--- config.mk ---
export PLATFORM = sky130hd
export DESIGN_NAME = usb_reg_bridge
export DESIGN_NICKNAME = d
export VERILOG_FILES = /design/src/rtl/usb_reg_bridge_pkg.sv /design/src/rtl/usb_reg_bridge_strobe_sync.sv /design/src/rtl/usb_reg_bridge.sv
export SDC_FILE = /design/constraint.sdc
export NUM_CORES = 1
export LEC_CHECK = 0
export ABC_AREA = 1
export BUFFER_PORTS_ARGS = -buffer_cell sky130_fd_sc_hd__buf_4
export CAP_MARGIN = 20
export CELL_PAD_IN_SITES_DETAIL_PLACEMENT = 0
export CELL_PAD_IN_SITES_GLOBAL_PLACEMENT = 1
export CORE_MARGIN = 1
export CORE_UTILIZATION = 41
export DETAILED_ROUTE_END_ITERATION = 12
export GPL_ROUTABILITY_DRIVEN = 0
export PLACE_DENSITY = 0.86
export SYNTH_ARGS = -nofsm -noshare
export SYNTH_HDL_FRONTEND = slang
export SYNTH_SLANG_ARGS = --single-unit
--- constraint.sdc ---
create_clock -name clk_usb -period 2.2 [get_ports clk_usb]
set_input_delay 0.11 -clock clk_usb [delete_from_list [all_inputs] [get_ports clk_usb]]
set_output_delay 0.11 -clock clk_usb [all_outputs]
set_load 0.01 [all_outputs]
--- src/rtl/usb_reg_bridge_pkg.sv ---
// Shared definitions for the SAM3U external-bus to register-strobe bridge.
// Holds the FSM encoding, default widths and the host RDn timing constant.
package usb_reg_bridge_pkg;

  typedef enum logic [1:0] {
    ST_IDLE  = 2'd0,
    ST_ARMED = 2'd1,
    ST_WR    = 2'd2,
    ST_RD    = 2'd3
  } state_e;

  localparam int DEF_ADDR_WIDTH  = 6;
  localparam int DEF_BCNT_WIDTH  = 16;
  localparam int DEF_SYNC_STAGES = 2;

  // Bit positions of the four asynchronous control pins in the synchroniser bank.
  localparam int SIG_RD   = 0;
  localparam int SIG_WR   = 1;
  localparam int SIG_CEN  = 2;
  localparam int SIG_ALEN = 3;
  localparam int NUM_SIGS = 4;

  // Shortest RDn low time (in clocks) for which usb_dout is already driven.
  function automatic int min_rd_low_clks(input int sync_stages);
    return sync_stages + 3;
  endfunction

  localparam int MIN_RD_LOW_CLKS = DEF_SYNC_STAGES + 3;

endpackage

--- src/rtl/usb_reg_bridge_strobe_sync.sv ---
// Multi-flop synchroniser for one asynchronous strobe pin, with registered
// level and single-cycle rise/fall pulses that are mutually time-aligned.
module usb_strobe_sync #(
  parameter int STAGES = 2
) (
  input  logic clk_usb,
  input  logic reset_n,
  input  logic din,
  output logic level,
  output logic rise,
  output logic fall
);

  logic [STAGES-1:0] sync_q, sync_d;
  logic              level_q, level_d;
  logic              rise_q, rise_d;
  logic              fall_q, fall_d;

  // STAGES must be at least 2 so that the first flop can resolve metastability.
  always_comb begin
    sync_d  = {sync_q[STAGES-2:0], din};
    level_d = sync_q[STAGES-1];
    rise_d  = sync_q[STAGES-1] & ~level_q;
    fall_d  = ~sync_q[STAGES-1] & level_q;
  end

  always_ff @(posedge clk_usb or negedge reset_n) begin
    if (!reset_n) begin
      sync_q  <= '0;
      level_q <= 1'b0;
      rise_q  <= 1'b0;
      fall_q  <= 1'b0;
    end else begin
      sync_q  <= sync_d;
      level_q <= level_d;
      rise_q  <= rise_d;
      fall_q  <= fall_d;
    end
  end

  assign level = level_q;
  assign rise  = rise_q;
  assign fall  = fall_q;

endmodule

--- src/rtl/usb_reg_bridge.sv ---
// Bridges the asynchronous SAM3U 8-bit external bus into single-cycle
// register read/write strobes for the register-decode fabric.
module usb_reg_bridge
  import usb_reg_bridge_pkg::*;
#(
  parameter int pADDR_WIDTH  = DEF_ADDR_WIDTH,
  parameter int pBCNT_WIDTH  = DEF_BCNT_WIDTH,
  parameter int pSYNC_STAGES = DEF_SYNC_STAGES
) (
  input  logic                   clk_usb,
  input  logic                   reset_n,
  input  logic [7:0]             usb_din,
  output logic [7:0]             usb_dout,
  output logic                   usb_isout,
  input  logic [7:0]             usb_addr,
  input  logic                   usb_rdn,
  input  logic                   usb_wrn,
  input  logic                   usb_cen,
  input  logic                   usb_alen,
  output logic [pADDR_WIDTH-1:0] reg_address,
  output logic [pBCNT_WIDTH-1:0] reg_bytecnt,
  output logic [7:0]             reg_datao,
  input  logic [7:0]             reg_datai,
  output logic                   reg_read,
  output logic                   reg_write,
  output logic                   reg_addrvalid,
  output logic                   proto_err
);

  logic [NUM_SIGS-1:0] pad_n, sync_lvl, sync_rise, sync_fall;

  assign pad_n = {usb_alen, usb_cen, usb_wrn, usb_rdn};

  for (genvar gi = 0; gi < NUM_SIGS; gi++) begin : g_sync
    usb_strobe_sync #(.STAGES(pSYNC_STAGES)) u_sync (
      .clk_usb (clk_usb),
      .reset_n (reset_n),
      .din     (pad_n[gi]),
      .level   (sync_lvl[gi]),
      .rise    (sync_rise[gi]),
      .fall    (sync_fall[gi])
    );
  end

  logic unused_sync;
  assign unused_sync = sync_lvl[SIG_ALEN] ^ sync_rise[SIG_ALEN] ^ sync_fall[SIG_CEN];

  if (pADDR_WIDTH < 8) begin : g_unused_addr
    logic unused_addr;
    assign unused_addr = ^usb_addr[7:pADDR_WIDTH];
  end

  logic cen_low, cen_rise, alen_fall, wr_fall, wr_rise, rd_fall, rd_rise, both_low;

  assign cen_low   = ~sync_lvl[SIG_CEN];
  assign cen_rise  = sync_rise[SIG_CEN];
  assign alen_fall = sync_fall[SIG_ALEN];
  assign wr_fall   = sync_fall[SIG_WR];
  assign wr_rise   = sync_rise[SIG_WR];
  assign rd_fall   = sync_fall[SIG_RD];
  assign rd_rise   = sync_rise[SIG_RD];
  assign both_low  = ~sync_lvl[SIG_RD] & ~sync_lvl[SIG_WR];

  state_e                 state_q, state_d;
  logic [pADDR_WIDTH-1:0] addr_q, addr_d;
  logic [pBCNT_WIDTH-1:0] bcnt_q, bcnt_d;
  logic [7:0]             datao_q, datao_d;
  logic [7:0]             dout_q, dout_d;
  logic                   read_q, read_d;
  logic                   write_q, write_d;
  logic                   isout_q, isout_d;
  logic                   avalid_q, avalid_d;
  logic                   err_q, err_d;

  always_ff @(posedge clk_usb or negedge reset_n) begin
    if (!reset_n) begin
      state_q  <= ST_IDLE;
      addr_q   <= '0;
      bcnt_q   <= '0;
      datao_q  <= '0;
      dout_q   <= '0;
      read_q   <= 1'b0;
      write_q  <= 1'b0;
      isout_q  <= 1'b0;
      avalid_q <= 1'b0;
      err_q    <= 1'b0;
    end else begin
      state_q  <= state_d;
      addr_q   <= addr_d;
      bcnt_q   <= bcnt_d;
      datao_q  <= datao_d;
      dout_q   <= dout_d;
      read_q   <= read_d;
      write_q  <= write_d;
      isout_q  <= isout_d;
      avalid_q <= avalid_d;
      err_q    <= err_d;
    end
  end

  // Priority everywhere: CEn release, then address relatch, then RDn+WRn clash.
  always_comb begin
    state_d = state_q;
    unique case (state_q)
      ST_IDLE:  if (cen_low && alen_fall) state_d = ST_ARMED;
      ST_ARMED: begin
        if (cen_rise)                     state_d = ST_IDLE;
        else if (alen_fall || both_low)   state_d = ST_ARMED;
        else if (wr_fall)                 state_d = ST_WR;
        else if (rd_fall)                 state_d = ST_RD;
      end
      ST_WR: begin
        if (cen_rise)                     state_d = ST_IDLE;
        else if (both_low || write_q)     state_d = ST_ARMED;
      end
      ST_RD: begin
        if (cen_rise)                     state_d = ST_IDLE;
        else if (both_low || rd_rise)     state_d = ST_ARMED;
      end
      default:                            state_d = ST_IDLE;
    endcase
  end

  always_comb begin
    addr_d   = addr_q;
    bcnt_d   = bcnt_q;
    datao_d  = datao_q;
    dout_d   = dout_q;
    read_d   = 1'b0;
    write_d  = 1'b0;
    isout_d  = isout_q;
    avalid_d = avalid_q;
    err_d    = err_q;
    unique case (state_q)
      ST_IDLE: begin
        if (cen_low && alen_fall) begin
          addr_d   = usb_addr[pADDR_WIDTH-1:0];
          bcnt_d   = '0;
          avalid_d = 1'b1;
        end
      end
      ST_ARMED: begin
        if (cen_rise) begin
          avalid_d = 1'b0;
        end else if (alen_fall) begin
          addr_d = usb_addr[pADDR_WIDTH-1:0];
          bcnt_d = '0;
        end else if (both_low) begin
          err_d = 1'b1;
        end else if (!wr_fall && rd_fall) begin
          read_d = 1'b1;
        end
      end
      ST_WR: begin
        if (cen_rise) begin
          avalid_d = 1'b0;
        end else if (both_low) begin
          err_d = 1'b1;
        end else if (write_q) begin
          bcnt_d = bcnt_q + 1'b1;
        end else if (wr_rise) begin
          // Data is stable across the strobe edge, so sample it unsynchronised here.
          datao_d = usb_din;
          write_d = 1'b1;
        end
      end
      ST_RD: begin
        if (cen_rise) begin
          avalid_d = 1'b0;
        end else if (both_low) begin
          err_d = 1'b1;
        end else if (rd_rise) begin
          bcnt_d = bcnt_q + 1'b1;
        end else if (read_q) begin
          dout_d  = reg_datai;
          isout_d = 1'b1;
        end
      end
      default: ;
    endcase
    if (state_d != ST_RD) isout_d = 1'b0;
  end

  assign usb_dout      = dout_q;
  assign usb_isout     = isout_q;
  assign reg_address   = addr_q;
  assign reg_bytecnt   = bcnt_q;
  assign reg_datao     = datao_q;
  assign reg_read      = read_q;
  assign reg_write     = write_q;
  assign reg_addrvalid = avalid_q;
  assign proto_err     = err_q;

endmodule

== Yosys cells after proc, flatten, opt, wreduce, memory -nomap -nowiden ==
Index checks and enable logic that the tools add are counted.

* Bits of input ports: 30
* Logic and storage cells: 129
* Register bits: 63

* Mux-type cells: 48
* Add/subtract/negate cells: 1
* Reduce and logical (&&, ||, !) cells: 20
* Eq/ne operators: 19
* Bitwise gates (word level): 17

{| class="wikitable"
|+ Operators with widths
! kind !! count
|-
| $mux 16 || 9
|-
| $pmux 16 s4 || 1
|-
| $ne 2x2->1 const B || 12
|-
| $mux 1 || 22
|-
| $mux 2 || 9
|-
| $mux 6 || 3
|-
| $add 16x1->16 const B || 1
|-
| $reduce_and 5->1 || 3
|-
| $pmux 6 s2 || 1
|-
| $not 1->1 || 10
|-
| $reduce_and 9->1 || 1
|-
| $ne 2x1->1 const B || 4
|-
| $pmux 2 s4 || 1
|-
| $reduce_and 4->1 || 2
|-
| $reduce_bool 2->1 || 4
|-
| $and 1x1->1 || 7
|-
| $eq 2x2->1 const B || 2
|-
| $pmux 1 s2 || 2
|-
| $logic_or 1x1->1 || 3
|-
| $reduce_or 3->1 || 1
|-
| $eq 2x1->1 const B || 1
|-
| $logic_and 1x1->1 || 2
|-
| $logic_not 2->1 || 1
|-
| $reduce_and 2->1 || 1
|-
| other kinds (2) || 2
|}

== Depth between registers and ports, before layout ==
Gate-level depths: netlist of the first run.

* Depth in word-level cells: 9
* Gate-level depth with buffers: 11
* Gate-level depth less buffers: 10

== Hierarchy ==
A second synthesis of the first run with hierarchy kept.

* Cell total of the unflattened synthesis: 355
* Area total of the unflattened synthesis: 2961.6 um2

{| class="wikitable"
|+ By module, submodules not included
! module !! cells an instance !! times used !! area an instance (um2)
|-
| usb_reg_bridge || 319 || 1 || 2401.1
|-
| usb_strobe_sync || 9 || 4 || 140.1
|}

== Worst setup path before layout of the first run ==
OpenSTA, ideal clock, no wires.

* Path kind: register -> register
* Start point: reg bcnt_q[1] (netlist: reg_bytecnt[1])
* End point: reg bcnt_q[12] (netlist: reg_bytecnt[12])
* Data arrival time: 1324 ps
* Cell stages (with the launch flop): 8
* Buffers on the path: 0
* Setup time: 74 ps
* Slack: 802 ps
* Required time: 2126 ps
* Cell sequence: dfrtp_1 -> ha_1 -> inv_1 -> nor2_1 -> inv_1 -> o21bai_1 -> nand3_1 -> o21ai_2

* Word-level cells in the longest chain between the ends: 5
* Elaborated cells on any way between the ends: 8
* Classes of those cells: add/sub (1); mux (7)

{| class="wikitable"
|+ RTL lines
! what !! line !! RTL
|-
| start, declared || usb_reg_bridge.sv:66 || <nowiki>logic [pBCNT_WIDTH-1:0] bcnt_q, bcnt_d;</nowiki>
|-
| start signal, assigned || usb_reg_bridge.sv:90 || <nowiki>bcnt_q <= bcnt_d;</nowiki>
|-
| $add 16x1->16 (*) || usb_reg_bridge.sv:160, usb_reg_bridge.sv:173 ||
|-
| $mux 16 (on tied branches) || usb_reg_bridge.sv:172, usb_reg_bridge.sv:159 ||
|-
| $mux 16 (on tied branches) || usb_reg_bridge.sv:170, usb_reg_bridge.sv:157 ||
|-
| $mux 16 (on tied branches) || usb_reg_bridge.sv:168, usb_reg_bridge.sv:155 ||
|-
| $pmux 16 s4 (*) || usb_reg_bridge.sv:134 || <nowiki>unique case (state_q)</nowiki>
|}

Every way passes the cells marked *; elsewhere a longest branch is shown, timed or not. The select of a mux whose other input is x is not followed.
A chain may end at the register's enable or synchronous reset.

== Worst setup path in the final report of the first run ==
* Start point: reg state_q[1]
* End point: reg bcnt_q[10] (netlist: reg_bytecnt[10])

* Word-level cells in the longest chain between the ends: 3
* Elaborated cells on any way between the ends: 15
* Classes of those cells: eq/ne (12); mux (1); reduce/logical (2)

{| class="wikitable"
|+ RTL lines
! what !! line !! RTL
|-
| start, declared || usb_reg_bridge.sv:64 || <nowiki>state_e state_q, state_d;</nowiki>
|-
| start signal, assigned || usb_reg_bridge.sv:88 || <nowiki>state_q <= state_d;</nowiki>
|-
| $eq 2x2->1, or another cell as far along || usb_reg_bridge.sv:134 ||
|-
| $ne 2x2->1 (no source line) or $ne 2x1->1 (tied branches) || -- ||
|-
| $reduce_and 9->1 (no source line) || -- ||
|}

Several ways; a longest one is shown, not always the timed one.

==> summary.txt, run 1 <==
Run status
  – Status: finished, violations left
  – Violations in the final reports: design-rule violations

Final layout
  – Nets@finish: 459
  – Area growth syn-to-layout: 38.3%
  – Fraction of final layout cells sized beyond drive strength 1: 23.8%
  – Diode insertion count for antenna repair: 0
  – Final cell utilization of the core: between 50 and 60%

Clock tree
  – CTS tree: built
  – Hold buffers post-CTS: 27
  – Clk Latency, worst-skew pair: 340 ps
  – Clock-pin slew on the worst setup and hold paths: 70 ps
  – Root cell of the clock tree: sky130_fd_sc_hd__clkbuf_8
  – Cells resized by post-CTS repair: 0
  – # clock sinks: 63
  – Setup Buffers After CTS: 0
  – Clock Path Buffers: 2
  – TritonCTS buffer count: 9
  – H-tree depth reported by CTS: 3

Floorplanning
  – Core Area: 6420 µm²
  – Std cell rows: 29
  – Floorplan die width: about 84 µm
  – Number of I/O pins: between 70 and 80
  – Die outline area: roughly 7000 µm²
  – Initial core utilization: between 40% and 50%
  – Die height: 84.3 µm

Synth
  – Yosys top cell by area: sky130_fd_sc_hd__dfrtp_1
  – Count of synthesis-stage warnings from yosys: 0
  – Portion of synthesized cell area occupied by the leading cell type: 56.8%
  – Sequential fraction of the synthesis area: 56.8%
  – Post-synthesis cell type count: 29
  – Leading post-synthesis cells by cell area: sky130_fd_sc_hd__dfrtp_1, sky130_fd_sc_hd__nand2_1, sky130_fd_sc_hd__nor2_1
  – Net count after synthesis: ~360
  – Synth Register Bits: 63
  – Mapped Avg Cell Area: 8.54 µm²
  – Area of the mapped netlist: 2770 µm²
  – Cells after Synth: 325

Critical path
  – Data arrival time of the critical path: 1970 ps
  – Crit end category: flop
  – Depth of the worst register-to-register path: 7
  – Critical path data required time: 2410 ps
  – Kind of start point of the critical path: flop
  – Start-to-end type of the worst setup path: flop to flop
  – Origin of the critical flop-to-flop path: state_q[1]$_DFF_PN0_
  – Worst R2R Setup Slack: 440 ps
  – FF-to-FF End: reg_bytecnt[10]$_DFFE_PN0P_
  – Highest net fanout along the worst path: 21

Timing
  – Number of hold violations in the final report: 0
  – Fraction of the cycle the final worst path needs: 80.1%
  – Fin crit period: 1760 ps
  – TNS Setup: 0 ps
  – Setup repair after global routing missed its margin: false
  – Maximum clock rate: 568 MHz
  – Clock skew: 11.0 ps
  – Slew @ Worst Pin: 789 ps
  – Max-slew violation count: 0
  – Max_slew headroom: 47.4%
  – Setup violation total in the final timing report: 0

Global routing
  – Vias in the first global route: 2533
  – Global-route wire length before repair: 10.9 mm
  – Overflow left after global routing: 0
  – Pin count of the biggest net entering global routing: 64
  – Initial antenna violation count: 0
  – Global-route total usage across every layer: roughly 20%

Placement
  – Quantity of I/O buffers inserted on ports: 70
  – HPWL reported at the end of detailed placement: ~4.3 mm

Min path
  – Hold/Removal Path Class: flop to flop
  – Startpoint of the tightest hold check path: g_sync[2].u_sync.sync_q[0]$_DFF_PN0_
  – Instance count along the most critical hold path: 0
  – Min-Delay Endpoint: g_sync[2].u_sync.sync_q[1]$_DFF_PN0_

Routing
  – Number of vias after detailed routing: 2488
  – Wire length per cell after detailed routing: 12.7 µm
  – Via-per-instance ratio: between 4 and 5
  – Initial drt markers: between 100 and 150
  – Antenna viol nets, final: 0
  – Total iterations of the first detailed-routing run: 8
  – Remaining routing DRC violations: 6
  – Total routed wirelength: about 6.5 mm

Power and ir drop
  – Worst vdd ir: approximately 530 µV
  – Total design power: a little under 3 mW
  – Reported leakage power: 1.81 nW
  – Pwr/cell area: 760 nW/µm²

Job
  – Max-cap violations: 0
## metrics by stage
stage / hold slack [ps] / setup slack [ps] / instance area, µm² / cells
floorplan: -186 / 802 / 2770 / 325
global placement: 219 / 431 / 3360 / 467
detailed placement: 220 / 414 / 3360 / 467
CTS: 351 / 409 / 3840 / 509
global route: 354 / 225 / 3840 / 509
finish: 349 / 439 / 3840 / 509
## routing by layer
metal | track usage, % | part of all wire (%) | vias to the layer above
li1 | - | - | 1234
met1 | 22.2 | 41 | 1186
met2 | 35.4 | 52 | 57
met3 | 4.33 | 4.4 | 11
met4 | 9.56 | 1.9 | 0
met5 | 0 | 0 | -
## registers in the layout, summed over array words and instances (netlist names), 2 cells and up
signal	cells
g_sync.u_sync.level	4
g_sync.u_sync.sync_q	8
state_q	2
reg_bytecnt	16
usb_dout	8
reg_datao	8
reg_address	6
g_sync.u_sync.fall	3
g_sync.u_sync.rise	3
## cells in the mapped netlist (all sizes together)
cell type and instances:
nand2 127, dfrtp 63, nor2 42, inv 24, o21ai 20, nand3 16
nand4 8, buf 5, o21bai 4, a21oi 3, xor2 3, nand3b 2
nor3 2, a31o 1, clkbuf 1, clkinv 1, ha 1, or2 1
xnor2 1
## cell families (layout without fill, tap and decap cells)
group	count (synthesis)	after routing	share of synthesized area (%)
xor+xnor	4	4	1.26
simple gates	198	198	30.0
buf+inv	31	138	5.05
fa+ha+maj	1	1	0.451
flops	63	63	56.8
compound gates	28	28	6.36
## worst max-delay path by stage
stage                                           from                     endpoint  slack (ps)  cells past startpoint
after floorplan           reg_bytecnt[1]$_DFFE_PN0P_  reg_bytecnt[12]$_DFFE_PN0P_         800                      7
after CTS                       state_q[1]$_DFF_PN0_  reg_bytecnt[11]$_DFFE_PN0P_         410                      7
final                           state_q[1]$_DFF_PN0_  reg_bytecnt[10]$_DFFE_PN0P_         440                      7
after detailed placement        state_q[1]$_DFF_PN0_  reg_bytecnt[11]$_DFFE_PN0P_         410                      7
after global placement          state_q[1]$_DFF_PN0_   reg_bytecnt[9]$_DFFE_PN0P_         430                      7
after global routing            state_q[1]$_DFF_PN0_  reg_bytecnt[11]$_DFFE_PN0P_         220                      7
## power by group
group / switching (mW) / internal (mW)
clock network: 0.447 / 0.629
logic: 0.258 / 0.241
registers: 0.0703 / 1.27
total: 0.775 / 2.14
## layout by cell type, fill, tap and decap left out, types with 4 or more instances in the layout
cell / synthesis / layout
sky130_fd_sc_hd__nand3_1: 15 / 15
sky130_fd_sc_hd__o21ai_0: 10 / 10
sky130_fd_sc_hd__dlygate4sd3_1: 0 / 27
sky130_fd_sc_hd__nor2_1: 39 / 39
sky130_fd_sc_hd__o21ai_2: 5 / 5
sky130_fd_sc_hd__o21ai_1: 5 / 5
sky130_fd_sc_hd__buf_4: 2 / 71
sky130_fd_sc_hd__inv_1: 21 / 21
sky130_fd_sc_hd__nand2_1: 125 / 125
sky130_fd_sc_hd__clkbuf_8: 0 / 9
sky130_fd_sc_hd__o21bai_1: 4 / 4
sky130_fd_sc_hd__dfrtp_1: 63 / 63
sky130_fd_sc_hd__nand4_1: 8 / 8
## worst max-delay path: stages (launching register included)
cell and delay (ps):
sky130_fd_sc_hd__dfrtp_1 560, sky130_fd_sc_hd__nor2_1 110, sky130_fd_sc_hd__a21oi_2 180, sky130_fd_sc_hd__nand2_4 110, sky130_fd_sc_hd__nor2_4 260, sky130_fd_sc_hd__inv_2 240
sky130_fd_sc_hd__nand2_1 130, sky130_fd_sc_hd__o21ai_2 50
## area by class of cell
| class | instances | area, µm² |
|---|---|---|
| sequential | 63 | 1580 |
| inverter | 25 | 93.8 |
| timing repair buffer | 98 | 803 |
| fill | 563 | 2580 |
| multi-input combinational | 231 | 1060 |
| tap | 77 | 96.3 |
| clock inverter | 6 | 86.3 |
| clock buffer | 9 | 124 |
Power figures use the tool's default switching activity.
==> inputs of run 2 (changes only) <==
--- a/config.mk
+++ b/config.mk
@@ -5,16 +5,16 @@
 export SDC_FILE = /design/constraint.sdc
 export NUM_CORES = 1
 export LEC_CHECK = 0
-export ABC_AREA = 1
+export ABC_AREA = 0
 export BUFFER_PORTS_ARGS = -buffer_cell sky130_fd_sc_hd__buf_4
 export CAP_MARGIN = 20
 export CELL_PAD_IN_SITES_DETAIL_PLACEMENT = 0
 export CELL_PAD_IN_SITES_GLOBAL_PLACEMENT = 1
 export CORE_MARGIN = 1
-export CORE_UTILIZATION = 41
+export CORE_UTILIZATION = 40
 export DETAILED_ROUTE_END_ITERATION = 12
 export GPL_ROUTABILITY_DRIVEN = 0
-export PLACE_DENSITY = 0.86
+export PLACE_DENSITY = 0.81
 export SYNTH_ARGS = -nofsm -noshare
 export SYNTH_HDL_FRONTEND = slang
 export SYNTH_SLANG_ARGS = --single-unit
==> constraint.sdc (replaced) <==
create_clock -name clk_usb -period 1.7 [get_ports clk_usb]
set_input_delay 0.085 -clock clk_usb [delete_from_list [all_inputs] [get_ports clk_usb]]
set_output_delay 0.085 -clock clk_usb [all_outputs]
set_load 0.01 [all_outputs]
==> summary.txt, run 2 <==
Run status
  – Status: finished, final reports clean

Critical path
  – Capture point of the critical path: usb_dout[7]$_DFFE_PN0P_
  – Depth of the worst register-to-register path: 5 (-2)
  – Crit end category: flop
  – Max stage delay cell, worst path: sky130_fd_sc_hd__dfrtp_1
  – Critical path launch point: g_sync[1].u_sync.level$_DFF_PN0_
  – Origin of the critical flop-to-flop path: g_sync[1].u_sync.level$_DFF_PN0_
  – Start-to-end type of the worst setup path: flop to flop
  – Data arrival time of the critical path: 1880 ps (-90 ps)
  – Critical path data required time: 1920 ps (-490 ps)
  – Max stage delay on crit path: 410 ps (-150 ps)
  – Number of buffers and inverters on the critical path: 1 (unchanged)
  – Cell class contributing the biggest share of worst-path delay: simple AND/OR/NAND/NOR gates
  – FF-to-FF End: usb_dout[7]$_DFFE_PN0P_
  – Instance count on the critical path: 5 (-2)
  – Kind of start point of the critical path: flop
  – Critical path cell sequence: nor2_2 > or2_4 > nor4_4 > buf_6 > mux2_2
  – Highest net fanout along the worst path: 8 (-62%)
  – Worst R2R Setup Slack: 40 ps (-400 ps)

Synth
  – Synth Register Bits: 63 (unchanged)
  – Portion of synthesized cell area occupied by the leading cell type: 61.4% (+4.5 points)
  – Most common library cells after synthesis: sky130_fd_sc_hd__dfrtp_1, sky130_fd_sc_hd__nand2_1, sky130_fd_sc_hd__mux2_2
  – Post-synth EDFFs: 0 (unchanged)
  – Mapped Avg Cell Area: 12.1 µm² (+41%)
  – Ys async rst share: 100% (unchanged)
  – Area of the mapped netlist: 2570 µm² (-7.4%)
  – Most used standard cell by instance count after synthesis: sky130_fd_sc_hd__dfrtp_1
  – Leading post-synthesis cells by cell area: sky130_fd_sc_hd__dfrtp_1, sky130_fd_sc_hd__mux2_2, sky130_fd_sc_hd__nand2_1
  – Sequential fraction of the synthesis area: 61.4% (+4.5 points)
  – Cells after Synth: 213 (-34%)
  – Post-synthesis cell type count: 35 (+21%)
  – Count of synthesis-stage warnings from yosys: 0 (unchanged)
  – Yosys top cell by area: sky130_fd_sc_hd__dfrtp_1
  – Main flop type after synthesis: sky130_fd_sc_hd__dfrtp_1
  – Net count after synthesis: 244 (-31%)

Clock tree
  – Clk Latency, worst-skew pair: 340 ps (about the same)
  – Root cell of the clock tree: sky130_fd_sc_hd__clkbuf_8
  – TritonCTS buffer count: 9 (unchanged)
  – # clock sinks: 63 (unchanged)
  – CTS tree: built
  – Clock Path Buffers: 2 (unchanged)
  – Clock-pin slew on the worst setup and hold paths: 60 ps (about the same)
  – H-tree depth reported by CTS: 3 (unchanged)

Placement
  – HPWL reported at the end of detailed placement: 3.90 mm (-9.2%)
  – Quantity of I/O buffers inserted on ports: 70 (unchanged)

Timing
  – Fin crit period: 1660 ps (-103 ps)
  – TNS Setup: 0 ps (unchanged)
  – Clock skew: 7.05 ps (-3.96 ps)
  – Setup violation total in the final timing report: 0 (unchanged)
  – Number of hold violations in the final report: 0 (unchanged)
  – Maximum clock rate: 603 MHz (+6.2%)
  – Slew @ Worst Pin: 381 ps (-408 ps)
  – Max_slew headroom: 74.0% (+27 points)
  – Fraction of the cycle the final worst path needs: 97.5% (+17 points)
  – Max-slew violation count: 0 (unchanged)
  – Setup repair after global routing missed its margin: true

Final layout
  – Final cell utilization of the core: 65.6% (+5.9 points)
  – Area growth syn-to-layout: 54.8%
  – Flip-flop count of the largest register after layout: 16 (unchanged)
  – Most common cell after layout, fill and taps aside: sky130_fd_sc_hd__buf_4
  – Diode insertion count for antenna repair: 0 (unchanged)
  – Fraction of final layout cells sized beyond drive strength 1: 43.1% (+19 points)
  – Leading cell types in the layout, fill and taps excluded: sky130_fd_sc_hd__buf_4, sky130_fd_sc_hd__dfrtp_1, sky130_fd_sc_hd__nand2_1
  – Nets@finish: 380 (-17%)

Power and ir drop
  – Clk network pwr share: 34.8% (-2.1 points)
  – Pwr/cell area: 875 nW/µm² (+15%)
  – Switching Fraction: 25.0% (-1.6 points)
  – Total design power: 3.48 mW (+19%)
  – Part of the power in combinational logic: 16.6% (-0.5 points)
  – Worst vdd ir: 632 µV (+20%)
  – Seq pwr share: 48.6% (+2.6 points)
  – Reported leakage power: 1.87 nW (+3.4%)
  – Reported net switching power: 0.869 mW (+12%)
  – Internal portion of total power: 2.61 mW (+22%)

Global routing
  – Overflow left after global routing: 0 (unchanged)
  – Pin count of the biggest net entering global routing: 37 (-42%)
  – Global-route total usage across every layer: 19.6% (-0.094 points)
  – Vias in the first global route: 2113 (-17%)
  – Initial antenna violation count: 0 (unchanged)
  – Global-route wire length before repair: 9.71 mm (-11%)

Min path
  – Hold/Removal Path Class: input port to async pin

Floorplanning
  – Die outline area: 6750 µm² (-5.0%)
  – Std cell rows: 28 (-3.4%)
  – Initial core utilization: 42.4% (-0.81 points)
  – Die height: 82.1 µm (-2.5%)
  – Floorplan die width: 82.1 µm (-2.5%)
  – Core Area: 6060 µm² (-5.6%)
  – Number of I/O pins: 73 (unchanged)

Routing
  – Initial drt markers: 90 (-17%)
  – Via-per-instance ratio: 5.15 (+5.4%)
  – Number of vias after detailed routing: 2206 (-11%)
  – Remaining routing DRC violations: 0 (-6)
  – Antenna viol nets, final: 0 (unchanged)
  – Total iterations of the first detailed-routing run: 4 (-4)
  – Wire length per cell after detailed routing: 14.4 µm (+13%)
  – Total routed wirelength: 6.14 mm (-4.8%)

Job
  – Max-cap violations: 0 (unchanged)
run 2: power by group through the flow:
stage	clock (mW)	combinational, mW	sequential, mW
final	1.21	0.577	1.69
after global routing	1.33	0.629	1.71
after CTS	1.26	0.559	1.69
after detailed placement	0	0.485	1.71
after global placement	0	0.480	1.71
after floorplan	0	0.153	1.75
run 2: area by class of cell:
type,count,area [µm²]
clock inverters,4,47.5
inverters,4,15.0
well taps,75,93.8
flip-flops and latches,63,1580
multi-input cells,142,1040
repair buffers,129,1070
fillers,481,2080
clock buffers,11,131
run 2: cells by family (layout without fill, tap and decap cells):
group | Yosys count | in the layout | share of synthesized area [%]
mux | 20 | 20 | 8.82
buf+inv | 10 | 148 | 1.85
compound gates | 36 | 38 | 9.79
simple gates | 83 | 83 | 17.7
flops | 63 | 63 | 61.4
fa+ha+maj | 1 | 1 | 0.487
run 2: metal layers:
layer | up-vias | GRT usage (%) | part of all wire (%)
met5 | - | 0 | 0
met4 | 0 | 5.26 | 0.88
met3 | 6 | 6.48 | 4.8
met2 | 58 | 31.9 | 50
met1 | 1100 | 25.1 | 44
li1 | 1042 | - | -
run 2: repair_timing:
| item | in CTS | in global routing |
|---|---|---|
| setup buffers | 2 | 2 |
| gates resized for setup | 6 | 11 |
| hold buffers | 27 | 0 |
| hold endpoints to repair | 89 | 0 |
| setup endpoints to repair | 14 | 21 |
| pin swaps | 1 | 9 |
| gates cloned | 1 | 1 |
run 2: stage by stage:
step | setup slack (ps) | cell area (µm²) | hold slack, ps | std cells
global route | -57.9 | 3980 | 234 | 428
floorplan | 42.4 | 2570 | -211 | 213
global placement | -10.8 | 3380 | 20.5 | 380
detailed placement | -52.3 | 3380 | 20.0 | 380
finish | 41.9 | 3980 | 210 | 428
CTS | 1.52 | 3890 | 199 | 425
run 2: worst min-delay path by stage:
stage                        from                               to  slack, ps
after floorplan           reset_n  g_sync[0].u_sync.fall$_DFF_PN0_       -210
after global placement    reset_n          usb_dout[6]$_DFFE_PN0P_         20
after detailed placement  reset_n          usb_dout[6]$_DFFE_PN0P_         20
after CTS                 reset_n          usb_dout[6]$_DFFE_PN0P_        200
after global routing      reset_n          usb_dout[6]$_DFFE_PN0P_        230
final                     reset_n          usb_dout[6]$_DFFE_PN0P_        210
==> inputs of run 3 (changes only) <==
--- a/config.mk
+++ b/config.mk
@@ -11,10 +11,10 @@
 export CELL_PAD_IN_SITES_DETAIL_PLACEMENT = 0
 export CELL_PAD_IN_SITES_GLOBAL_PLACEMENT = 1
 export CORE_MARGIN = 1
-export CORE_UTILIZATION = 40
+export CORE_UTILIZATION = 43
 export DETAILED_ROUTE_END_ITERATION = 12
 export GPL_ROUTABILITY_DRIVEN = 0
-export PLACE_DENSITY = 0.81
+export PLACE_DENSITY = 0.86
 export SYNTH_ARGS = -nofsm -noshare
 export SYNTH_HDL_FRONTEND = slang
 export SYNTH_SLANG_ARGS = --single-unit
==> constraint.sdc (replaced) <==
create_clock -name clk_usb -period 2.1 [get_ports clk_usb]
set_input_delay 0.105 -clock clk_usb [delete_from_list [all_inputs] [get_ports clk_usb]]
set_output_delay 0.105 -clock clk_usb [all_outputs]
set_load 0.02 [all_outputs]
==> summary.txt, run 3 (synthesized netlist as in run 2, its figures left out) <==
Run status
  – Status: finished, final reports clean

Final layout
  – Fraction of final layout cells sized beyond drive strength 1: 35.8% (-7.2 points)
  – Flip-flop count of the largest register after layout: 16 (unchanged)
  – Diode insertion count for antenna repair: 0 (unchanged)
  – Multi-input gate area: 945 µm² (-9.4%)
  – Area growth syn-to-layout: 41.4%
  – Footprint of the flip-flops and latches: 1580 µm² (-0.16%)
  – Leading cell types in the layout, fill and taps excluded: sky130_fd_sc_hd__buf_4, sky130_fd_sc_hd__dfrtp_1, sky130_fd_sc_hd__nand2_1
  – Most common cell after layout, fill and taps aside: sky130_fd_sc_hd__buf_4
  – Post-route cell area: 3630 µm² (-8.7%)
  – Final cell utilization of the core: 64.4% (-1.3 points)
  – Fill count: 450 (-6.4%)
  – Nets@finish: 348 (-8.4%)

Min path
  – Hold/Removal Path Class: input port to flop
  – Instance count along the most critical hold path: 2

Clock tree
  – CTS tree: built
  – TritonCTS buffer count: 9 (unchanged)
  – # clock sinks: 63 (unchanged)
  – Hold buffers post-CTS: 26 (-3.7%)
  – Clock Path Buffers: 2 (unchanged)
  – Cells resized by post-CTS repair: 0 (-6)
  – Root cell of the clock tree: sky130_fd_sc_hd__clkbuf_8
  – H-tree depth reported by CTS: 3 (unchanged)
  – Clk Latency, worst-skew pair: 330 ps (about the same)
  – Setup Buffers After CTS: 0 (-2)
  – Clock-pin slew on the worst setup and hold paths: 70 ps (about the same)

Floorplanning
  – Std cell rows: 27 (-3.6%)
  – Floorplan die width: 79.3 µm (-3.5%)
  – Die outline area: 6290 µm² (-6.8%)
  – Die height: 79.3 µm (-3.5%)
  – Core Area: 5640 µm² (-6.9%)
  – Initial core utilization: 45.5% (+3.1 points)
  – Number of I/O pins: 73 (unchanged)

Timing
  – Slew @ Worst Pin: 785 ps (+404 ps)
  – Setup repair after global routing missed its margin: false
  – Fin crit period: 1940 ps (+280 ps)
  – Max-slew violation count: 0 (unchanged)
  – TNS Setup: 0 ps (unchanged)
  – Number of hold violations in the final report: 0 (unchanged)
  – Setup violation total in the final timing report: 0 (unchanged)
  – Fraction of the cycle the final worst path needs: 92.3% (-5.2 points)
  – Max_slew headroom: 47.7% (-26 points)
  – Clock skew: 3.84 ps (-3.21 ps)
  – Maximum clock rate: 516 MHz (-14%)

Global routing
  – Global-route wire length before repair: 9.60 mm (-1.1%)
  – Global-route total usage across every layer: 20.0% (+0.38 points)
  – Vias in the first global route: 2160 (+2.2%)
  – Overflow left after global routing: 0 (unchanged)
  – Pin count of the biggest net entering global routing: 64 (+73%)
  – Initial antenna violation count: 0 (unchanged)

Power and ir drop
  – Total design power: 2.86 mW (-18%)
  – Reported leakage power: 1.71 nW (-8.3%)
  – Worst vdd ir: 555 µV (-12%)
  – Pwr/cell area: 789 nW/µm² (-9.9%)

Routing
  – Wire length per cell after detailed routing: 14.2 µm (-0.70%)
  – Via-per-instance ratio: 5.23 (+1.5%)
  – Initial drt markers: 157 (+74%)
  – Remaining routing DRC violations: 0 (unchanged)
  – Number of vias after detailed routing: 2056 (-6.8%)
  – Total iterations of the first detailed-routing run: 4 (unchanged)
  – Total routed wirelength: 5.60 mm (-8.8%)
  – Antenna viol nets, final: 0 (unchanged)

Job
  – Max-cap violations: 0 (unchanged)

Placement
  – HPWL reported at the end of detailed placement: 3.48 mm (-11%)
  – Quantity of I/O buffers inserted on ports: 70 (unchanged)
  – Dpl cell area: 3170 µm² (-6.0%)

Critical path
  – Start-to-end type of the worst setup path: flop to flop
  – Crit end category: flop
  – Critical path data required time: 2350 ps (+430 ps)
  – Highest net fanout along the worst path: 26 (+18)
  – Kind of start point of the critical path: flop
  – Data arrival time of the critical path: 2190 ps (+310 ps)
  – Depth of the worst register-to-register path: 4 (-1)
[run 3: changes by cell type in the layout (fill, tap and decap cells not counted), sizes merged]
cell | before | now
dlygate4sd3 | 27 | 26
buf | 102 | 73
clkinvlp | 1 | 0
clkinv | 2 | 3
a32oi | 3 | 1
[run 3: per-stage QoR]
step           setup slack, ps  hold WS, ps  std cells
6_report                   162         21.3        393
3_3_place_gp               259          215        352
3_5_place_dp               176          216        352
4_1_cts                    171         7.92        393
2_1_floorplan              414         -191        213
5_1_grt                   15.3         2.98        393
[run 3: final timing paths]
path                                                           start                                   end  slack (ps)
worst max-delay path                            state_q[0]$_DFF_PN0_           reg_bytecnt[10]$_DFFE_PN0P_         160
worst min-delay path                                    reg_datai[4]               usb_dout[4]$_DFFE_PN0P_          20
worst max register to register                  state_q[0]$_DFF_PN0_           reg_bytecnt[10]$_DFFE_PN0P_         160
worst min register to register  g_sync[2].u_sync.sync_q[0]$_DFF_PN0_  g_sync[2].u_sync.sync_q[1]$_DFF_PN0_         350
max in group asynchronous                                    reset_n            reg_bytecnt[2]$_DFFE_PN0P_        1180
min in group asynchronous                                    reset_n               usb_dout[0]$_DFFE_PN0P_         390
[run 3: per-layer routing]
layer | vias to the layer above | global-route usage, % | wire (µm)
met3 | 6 | 7.01 | 292
met5 | - | 0 | 0
met1 | 1010 | 23.8 | 2400
met2 | 62 | 33.5 | 2860
met4 | 0 | 6.91 | 46
li1 | 978 | - | -
[run 3: critical path, stage by stage, from the launching register on]
cell and delay, ps:
sky130_fd_sc_hd__dfrtp_1 460, sky130_fd_sc_hd__mux2i_1 410, sky130_fd_sc_hd__a32oi_4 230, sky130_fd_sc_hd__or4_1 580
sky130_fd_sc_hd__a21oi_1 180
[run 3: cell type report]
cell class              instances  area share (%)
multi-input cells             140            26.0
clock inverters                 4            1.24
clock buffers                  11            4.17
repair buffers                 99            22.3
well taps                      72            2.48
flip-flops and latches         63            43.4
inverters                       4           0.414
[run 3: where the power goes]
group	leakage (nW)	switching (mW)	internal (mW)	total, mW
sequential	0.808	0.0572	1.31	1.37
clock	0.105	0.441	0.600	1.04
combinational	0.801	0.231	0.225	0.456
